**src/rtl/gc_port_arbiter.sv**
```systemverilog
`timescale 1ns/1ps
`default_nettype none
// ============================================================================
// Module   : gc_port_arbiter
// Purpose  : Shares the single read/write port of the gain-curve RAM between
//            the FFT-domain audio path (F, read-only, priority) and the
//            gain-curve editor (E, read/write, may lock the port for
//            read-modify-write). Issues registered RAM commands, tags reads
//            in flight and routes returning data to its owner. Starvation of
//            either side is bounded by MAXSTARVE.
// Ports    : clk, rst                       - clock, sync active-high reset
//            f_req/f_addr/f_gnt             - audio path request/accept
//            f_rvalid/f_rdata/f_overrun     - audio read return, sticky overrun
//            e_req/e_we/e_lock/e_addr/e_din - editor request, write, lock
//            e_gnt/e_rvalid/e_rdata         - editor accept and read return
//            ram_addr/ram_din/ram_we        - registered RAM command
//            ram_dout                       - RAM read data
//            busy                           - grant, write or read in flight
// Revision : 1.0 - initial release
// ============================================================================
module gc_port_arbiter #(
    parameter int LOGFFTSIZE = 10,
    parameter int AUDIOWIDTH = 16,
    parameter int RDLAT      = 2,
    parameter int MAXSTARVE  = 15
) (
    input  logic                  clk,
    input  logic                  rst,
    input  logic                  f_req,
    input  logic [LOGFFTSIZE-1:0] f_addr,
    output logic                  f_gnt,
    output logic                  f_rvalid,
    output logic [AUDIOWIDTH-1:0] f_rdata,
    output logic                  f_overrun,
    input  logic                  e_req,
    input  logic                  e_we,
    input  logic                  e_lock,
    input  logic [LOGFFTSIZE-1:0] e_addr,
    input  logic [AUDIOWIDTH-1:0] e_din,
    output logic                  e_gnt,
    output logic                  e_rvalid,
    output logic [AUDIOWIDTH-1:0] e_rdata,
    output logic [LOGFFTSIZE-1:0] ram_addr,
    output logic [AUDIOWIDTH-1:0] ram_din,
    output logic                  ram_we,
    input  logic [AUDIOWIDTH-1:0] ram_dout,
    output logic                  busy
);

    localparam logic [7:0] C_MAXSTARVE = 8'(MAXSTARVE);

    typedef enum logic [0:0] {
        ST_FREE  = 1'b0,
        ST_ELOCK = 1'b1
    } state_t;

    state_t                  r_state;
    state_t                  w_state_nxt;
    logic [7:0]              r_e_starve;
    logic [7:0]              r_f_starve;
    logic                    r_f_overrun;
    logic                    w_free_rules;
    logic                    w_e_forced;
    logic                    w_f_gnt;
    logic                    w_e_gnt;
    logic                    w_rd_issue;
    logic [LOGFFTSIZE-1:0]   r_ram_addr;
    logic [AUDIOWIDTH-1:0]   r_ram_din;
    logic                    r_ram_we;
    // Stage 0 lines up with the cycle the command sits on ram_addr; stage
    // RDLAT lines up with the cycle ram_dout carries that read's data.
    logic [RDLAT:0]          r_tag_v;
    logic [RDLAT:0]          r_tag_e;
    logic                    w_f_rvalid;
    logic                    w_e_rvalid;
    logic [AUDIOWIDTH-1:0]   r_f_hold;
    logic [AUDIOWIDTH-1:0]   r_e_hold;

    // ------------------------------------------------------------------
    // Grant / next-state logic
    // ------------------------------------------------------------------
    always_comb begin
        w_f_gnt      = 1'b0;
        w_e_gnt      = 1'b0;
        w_state_nxt  = r_state;
        // Dropping e_lock in ST_ELOCK hands that very cycle back to the
        // free-arbitration rules, so F can win it.
        w_free_rules = (r_state == ST_FREE) || !e_lock;
        w_e_forced   = e_req && (r_e_starve == C_MAXSTARVE);
        if (w_free_rules) begin
            w_f_gnt     = f_req && !w_e_forced;
            w_e_gnt     = e_req && !w_f_gnt;
            w_state_nxt = (w_e_gnt && e_lock) ? ST_ELOCK : ST_FREE;
        end else begin
            w_e_gnt     = e_req;
            w_state_nxt = ST_ELOCK;
        end
    end

    assign w_rd_issue = w_f_gnt || (w_e_gnt && !e_we);

    always_ff @(posedge clk) begin
        if (rst) begin
            r_state <= ST_FREE;
        end else begin
            r_state <= w_state_nxt;
        end
    end

    // ------------------------------------------------------------------
    // Starvation counters (saturating) and sticky overrun
    // ------------------------------------------------------------------
    always_ff @(posedge clk) begin
        if (rst) begin
            r_e_starve  <= 8'd0;
            r_f_starve  <= 8'd0;
            r_f_overrun <= 1'b0;
        end else begin
            if (e_req && !w_e_gnt) begin
                if (r_e_starve != C_MAXSTARVE) begin
                    r_e_starve <= r_e_starve + 8'd1;
                end
            end else begin
                r_e_starve <= 8'd0;
            end
            if (f_req && !w_f_gnt) begin
                if (r_f_starve != C_MAXSTARVE) begin
                    r_f_starve <= r_f_starve + 8'd1;
                end else begin
                    r_f_overrun <= 1'b1;
                end
            end else begin
                r_f_starve <= 8'd0;
            end
        end
    end

    // ------------------------------------------------------------------
    // Registered RAM command; address/data hold when idle
    // ------------------------------------------------------------------
    always_ff @(posedge clk) begin
        if (rst) begin
            r_ram_addr <= '0;
            r_ram_din  <= '0;
            r_ram_we   <= 1'b0;
        end else if (w_e_gnt) begin
            r_ram_addr <= e_addr;
            r_ram_din  <= e_din;
            r_ram_we   <= e_we;
        end else if (w_f_gnt) begin
            r_ram_addr <= f_addr;
            r_ram_we   <= 1'b0;
        end else begin
            r_ram_we   <= 1'b0;
        end
    end

    // ------------------------------------------------------------------
    // Read tag pipeline {valid, owner}; owner bit set means editor
    // ------------------------------------------------------------------
    always_ff @(posedge clk) begin
        if (rst) begin
            r_tag_v <= '0;
            r_tag_e <= '0;
        end else begin
            r_tag_v <= {r_tag_v[RDLAT-1:0], w_rd_issue};
            r_tag_e <= {r_tag_e[RDLAT-1:0], w_e_gnt};
        end
    end

    assign w_f_rvalid = r_tag_v[RDLAT] && !r_tag_e[RDLAT];
    assign w_e_rvalid = r_tag_v[RDLAT] &&  r_tag_e[RDLAT];

    // Read data is passed straight from ram_dout in the valid cycle and
    // held afterwards.
    always_ff @(posedge clk) begin
        if (rst) begin
            r_f_hold <= '0;
            r_e_hold <= '0;
        end else begin
            if (w_f_rvalid) begin
                r_f_hold <= ram_dout;
            end
            if (w_e_rvalid) begin
                r_e_hold <= ram_dout;
            end
        end
    end

    // ------------------------------------------------------------------
    // Outputs
    // ------------------------------------------------------------------
    assign f_gnt     = w_f_gnt;
    assign e_gnt     = w_e_gnt;
    assign f_rvalid  = w_f_rvalid;
    assign e_rvalid  = w_e_rvalid;
    assign f_rdata   = w_f_rvalid ? ram_dout : r_f_hold;
    assign e_rdata   = w_e_rvalid ? ram_dout : r_e_hold;
    assign f_overrun = r_f_overrun;
    assign ram_addr  = r_ram_addr;
    assign ram_din   = r_ram_din;
    assign ram_we    = r_ram_we;
    assign busy      = w_f_gnt || w_e_gnt || r_ram_we || (|r_tag_v);

endmodule
`default_nettype wire
```
**config.mk**
```make
export PLATFORM = sky130hd
export DESIGN_NAME = gc_port_arbiter
export DESIGN_NICKNAME = d
export VERILOG_FILES = /design/src/rtl/gc_port_arbiter.sv
export SDC_FILE = /design/constraint.sdc
export NUM_CORES = 1
export LEC_CHECK = 0
export ABC_CLOCK_PERIOD_IN_PS = 1800
export BUFFER_PORTS_ARGS = -buffer_cell sky130_fd_sc_hd__buf_4
export CORE_MARGIN = 2
export CORE_UTILIZATION = 44
export DETAILED_ROUTE_END_ITERATION = 16
export PLACE_DENSITY = 0.75
export SLEW_MARGIN = 20
export SYNTH_ARGS = -nofsm -noshare
export SYNTH_HDL_FRONTEND = slang
export SYNTH_SLANG_ARGS = --single-unit
export TNS_END_PERCENT = 100
```
**constraint.sdc**
```tcl
create_clock -name clk -period 1.8 [get_ports clk]
set_input_delay 0.09 -clock clk [delete_from_list [all_inputs] [get_ports clk]]
set_output_delay 0.09 -clock clk [all_outputs]
set_load 0.05 [all_outputs]
```
Word level (Yosys, flattened, before mapping)
Index checks and enable logic that the tools add are counted.
{ "classes": {"mux": 8, "n_reduce_logical": 27, "bitwise": 5, "n_eq_ne": 3, "addsub": 2} }
{ "ops": {"columns": ["cell", "n"], "rows": [
  ["$mux W16", 2],
  ["$mux W10", 2],
  ["$add A8 B1 Y8 const B", 2],
  ["$ne A8 B4 Y1 const B", 2],
  ["$logic_and A1 B1 Y1", 9],
  ["$eq A8 B4 Y1 const B", 1],
  ["$logic_not A1 Y1", 7],
  ["$reduce_or A2 Y1", 3],
  ["$logic_or A1 B1 Y1", 5],
  ["$not A1 Y1", 5],
  ["$mux W1", 4],
  ["$reduce_or A3 Y1", 1],
  ["$reduce_and A2 Y1", 1],
  ["$reduce_bool A2 Y1", 1]
]} }
{ "totals": {"reg_bits": 83, "inputBits": 58, "output_inout_bits": 65, "elab_cells": 56} }

Logic depth before layout (Yosys ltp)
{ "logic_depth": {"word_depth": 11, "mapped_depth": 7, "ltp_nobuf": 6} }

Least setup slack after synthesis
No wires, ideal clock.
{ "synth_path": {"kind": "flip-flop to flip-flop", "startpoint": "register r_e_starve[0]", "endpoint": "register r_f_starve[2]", "required_time_ps": 1727, "synth_period_minus_slack_ps": 2003, "path_slack_ps": -203, "arrival_time_ps": 1930, "setup_ps": 73, "path_stages_with_launch": 8, "path_buffers": 2, "path_cell_list": "dfxtp_1 > ha_1 > and3_1 > clkbuf_1 > a31oi_2 > or3b_1 > buf_6 > nor3_4"} }
{ "synth_between": {"elab_chain_cells": 9} }
{ "synth_rtl": {"columns": ["element", "line_no", "rtl"], "rows": [
  ["from (decl)", "59", "logic [7:0] r_e_starve;"],
  ["from (signal assigned)", "121", "r_e_starve <= r_e_starve + 8'd1;"],
  ["$eq A8 B4 Y1", "89", "w_e_forced = e_req && (r_e_starve == C_MAXSTARVE);"],
  ["$logic_and A1 B1 Y1", "89", null],
  ["$logic_not A1 Y1", "91", "w_f_gnt = f_req && !w_e_forced;"],
  ["$logic_and A1 B1 Y1", "91", null],
  ["$mux W1", "90", "if (w_free_rules) begin"],
  ["named net f_gnt", "31", "output logic f_gnt,"],
  ["$logic_not A1 Y1", "126", "if (f_req && !w_f_gnt) begin"],
  ["$logic_and A1 B1 Y1", "126", null],
  ["$not A1 Y1 (no source line)", null, null],
  ["$reduce_or A2 Y1 (no source line)", null, null],
  ["to (signal assigned)", "128", "r_f_starve <= r_f_starve + 8'd1;"],
  ["to (decl)", "60", "logic [7:0] r_f_starve;"]
]} }
The timed path passes the listed nets, and every way through them passes these cells.
A chain may end at the register's enable or synchronous reset.

Worst setup path in the final report
{ "layout_path": {"startpoint": "register r_e_starve[1]", "endpoint": "output port e_gnt"} }
{ "layout_between": {"elab_chain_cells": 7} }
{ "layout_rtl": {"columns": ["element", "line_no", "rtl"], "rows": [
  ["$eq A8 B4 Y1", "89", null],
  ["$logic_and A1 B1 Y1", "89", null],
  ["$logic_not A1 Y1", "91", null],
  ["$logic_and A1 B1 Y1", "91", null],
  ["$logic_not A1 Y1", "92", "w_e_gnt = e_req && !w_f_gnt;"],
  ["$logic_and A1 B1 Y1", "92", null],
  ["$mux W1", "90", null],
  ["to (decl)", "40", "output logic e_gnt,"]
]} }
Every way passes these cells.

==> run_results.csv <==
group,metric,value,unit
cells_and_area,drive_gt1_share,41.80,%
setup_path,crit_required,1.71,ns
route,route.met2.wl,4254,um
power,p_sw,1.062,mW
setup_path,start_kind,"flop",
sta,relSlewSlack,67.90,%
power,swShare,26.43,%
synthesis,postSynthCellCount,334,
floorplanning,die_h,90.55,um
placement,portBuffers,122,
setup_path,rrSetupSlack,0.14,ns
hold_path,worstHoldPathType,"input port to flop",
sta,tightest_slew,0.4816,ns
sta,fin_crit_sh,94.34,%
global_routing,track_usage,19.98,%
floorplanning,rows,31,
cts,clk_pin_slew,0.08,ns
route,drc,0,
power,intPower,2.956,mW
cells_and_area,areaGrowthSynthToFinish,46.62,%
synthesis,synth_area_leaders,"dfxtp_1, mux2_2, nor2b_1",
setup_path,arrival,1.61,ns
cells_and_area,final_area,4832,um^2
global_routing,grt-ovfl-total,0,
cts,cts_tree,"yes",
synthesis,post-synth-top-area-cell,"dfxtp_1",
synthesis,synth_ff_type,"dfxtp_1",
global_routing,grt_first_pass_wirelength,13420,um
run_status,status,"finished, final reports clean",
route,wl_met3,552,um
cts,ctsHtreeMaxLevel,3,
cts,numCtsBuffers,9,
placement,hpwl,5415,um
floorplanning,die_area,8198,um^2
synthesis,syn_nets,394,
setup_path,crit_type,"flop to output port",
sta,hold_viol,0,
placement,place.gp.congestion,0.8149,
power,finalPower,4.018,mW
setup_path,critPathSlowestCell,"dfxtp_1",
route,vias,2911,
synthesis,synth_compound_area_share,9.036,%
setup_path,critical_path.cell_chain,"ha_2 > and4_1 > a22oi_2 > bufinv_8 > buf_6",
cells_and_area,nets,543,
floorplanning,io_pins,123,
floorplanning,core_area,7253,um^2
synthesis,syn_avg_cell_area,9.867,um^2
sta,fmax,588.9,MHz
synthesis,ys_seq_elements,83,
run,maxCapViolCount,0,
synthesis,seq_area_frac_synth,50.42,%
route,drt_iter0_markers,68,
placement,post_dp_cell_area,4314,um^2
power,vdd_ir_drop_max,0.5271,mV
power,power_frac_comb,16.6,%
sta,drv_slew,0,
route,wl,8389,um
cts,root_buffer,"clkbuf_8",
power,power.density,831.6,nW/um^2
synthesis,ys_top_cells_by_count,"dfxtp_1, nand2_1, mux2_2",
sta,fin_skew,0.008462,ns
floorplanning,initial_core_util,45.44,%
synthesis,synthXorXnorAreaFrac,2.658,%
setup_path,end_kind,"output port",
synthesis,synth_top_area_share,50.42,%
cells_and_area,diodes,0,
synthesis,ys_warn_count,0,
synthesis,synth_mux_area_share,14.65,%
route,vias_per_cell,4.959,
cts,clk_path_buf_depth,2,
setup_path,critPathMaxStageDelay,0.32,ns
global_routing,first_global_vias,2935,
route,ant_nets,0,
power,clkPwrFrac,35.7,%
synthesis,post_synth_fa_ha_maj_area_fraction,0.7593,%
route,wl_met1,3485,um
global_routing,grt_antenna_before_repair,0,
synthesis,synth_edf_count,0,
synthesis,synth_cell_types,35,
synthesis,synthArstFlopShare,0,%
synthesis,synth_top_family_by_area,"simple AND/OR/NAND/NOR gates",
synthesis,yosys.area_share.simple,19.17,%
sta,period_minus_slack,1.698,ns
route,wl_per_cell,14.29,um
cts,clock-sinks,83,
cells_and_area,post-route-util,66.62,%
floorplanning,die_w,90.55,um
power,p_leak,2.144,nW
power,pwr-share-seq,47.7,%
setup_path,cp_max_fo,14,
synthesis,yosysMostFrequentCell,"dfxtp_1",
route,firstDrtPassIters,4,
cts,insertion_delay,0.33,ns
synthesis,syn_area,3296,um^2
route,top_layer_used,"met4",
global_routing,grt_max_degree,49,
sta,setup_violations,0,
final cells by class:
class,instances,area (um^2)
clock buffer,10,127.6
clock inverter,6,90.09
fill,572,2421
inverter,6,36.28
multi-input combinational,226,1549
sequential,83,1664
tap,99,123.9
timing repair buffer,156,1236
timing repair inverter,1,5.005
placed cells by master, fill, tap and decap left out, types with 2 or more instances in the layout:
cell           count
buf_4            131
dfxtp_1           81
nand2_1           48
mux2_2            42
nor2b_1           36
a21oi_1           31
dlygate4sd3_1     23
nor2_1            18
a22oi_1           10
clkbuf_8           9
xnor2_1            6
inv_1              5
nand3_1            4
xor2_1             4
nor3_1             4
and4_1             2
and3_1             2
or3b_4             2
clkinv_4           2
clkinv_2           2
bufinv_16          2
buf_6              2
dfxtp_2            2
layer usage:
layer / vias up / global-route usage (%)
li1: 1425 / -
met3: 12 / 5.760
met4: 0 / 6.282
met2: 101 / 36.38
met1: 1373 / 22.32
met5: - / 0
path summary, 6_finish.rpt:
kind	endpoint	from	cells past startpoint
worst max-delay path	e_gnt	r_e_starve[1]	5
worst max register to register	r_f_starve[2]	r_e_starve[6]	5
worst min-delay path	ram_addr[5]	e_addr[5]	3
worst min register to register	r_e_starve[0]	r_e_starve[0]	1
flip-flops by register name (all words and copies together) (netlist names):
name,count
r_f_hold,16
r_f_starve,8
ram_din,16
r_tag_e,3
r_e_hold,16
r_e_starve,8
r_tag_v,3
ram_we,1
r_state,1
f_overrun,1
ram_addr,10
cell families (layout without fill, tap and decap cells):
family | count (synthesis) | count (layout)
AOI/OAI and AO/OA | 48 | 48
xor gates and xnor gates | 10 | 10
adders and majority gates | 2 | 2
buffers and inverters | 25 | 179
DFF | 83 | 83
muxes | 43 | 43
and+or+nand+nor | 123 | 123
per-stage QoR:
stage | setup TNS, ns | hold WS (ns) | setup WS [ns] | std cells
after floorplan | 0 | 0.2260 | 0.01067 | 334
after global placement | 0 | 0.3368 | 0.07745 | 543
after detailed placement | 0 | 0.3471 | 0.05577 | 543
after CTS | 0 | 0.002006 | 0.01326 | 582
after global routing | -0.0008928 | 0.01112 | -0.0008928 | 587
final | 0 | 0.01512 | 0.1019 | 587
critical path, delay by kind of cell, from the launching register on:
family,cells,cell delay (ns)
AND/OR/NAND/NOR,1,0.20
adder cells (fa/ha/maj),1,0.20
AO/OA/AOI/OAI,1,0.15
flip-flops,1,0.32
buffers and inverters,2,0.41
power by group through the flow:
stage	logic, mW	registers [mW]	clock network (mW)
after floorplan	0.252	2.08	0
after CTS	0.654	1.92	1.48
after global routing	0.704	1.92	1.57
after detailed placement	0.611	1.96	0
after global placement	0.601	1.95	0
final	0.667	1.92	1.44
what timing repair did:
item,4_1_cts,5_1_grt
gates resized for setup,4,8
hold endpoints to repair,21,2
buffers inserted,2,1
setup endpoints to repair,1,20
hold buffers,21,2
cloned,0,2
pin swaps,1,1
Note: power is estimated with default switching activity, not from simulation.
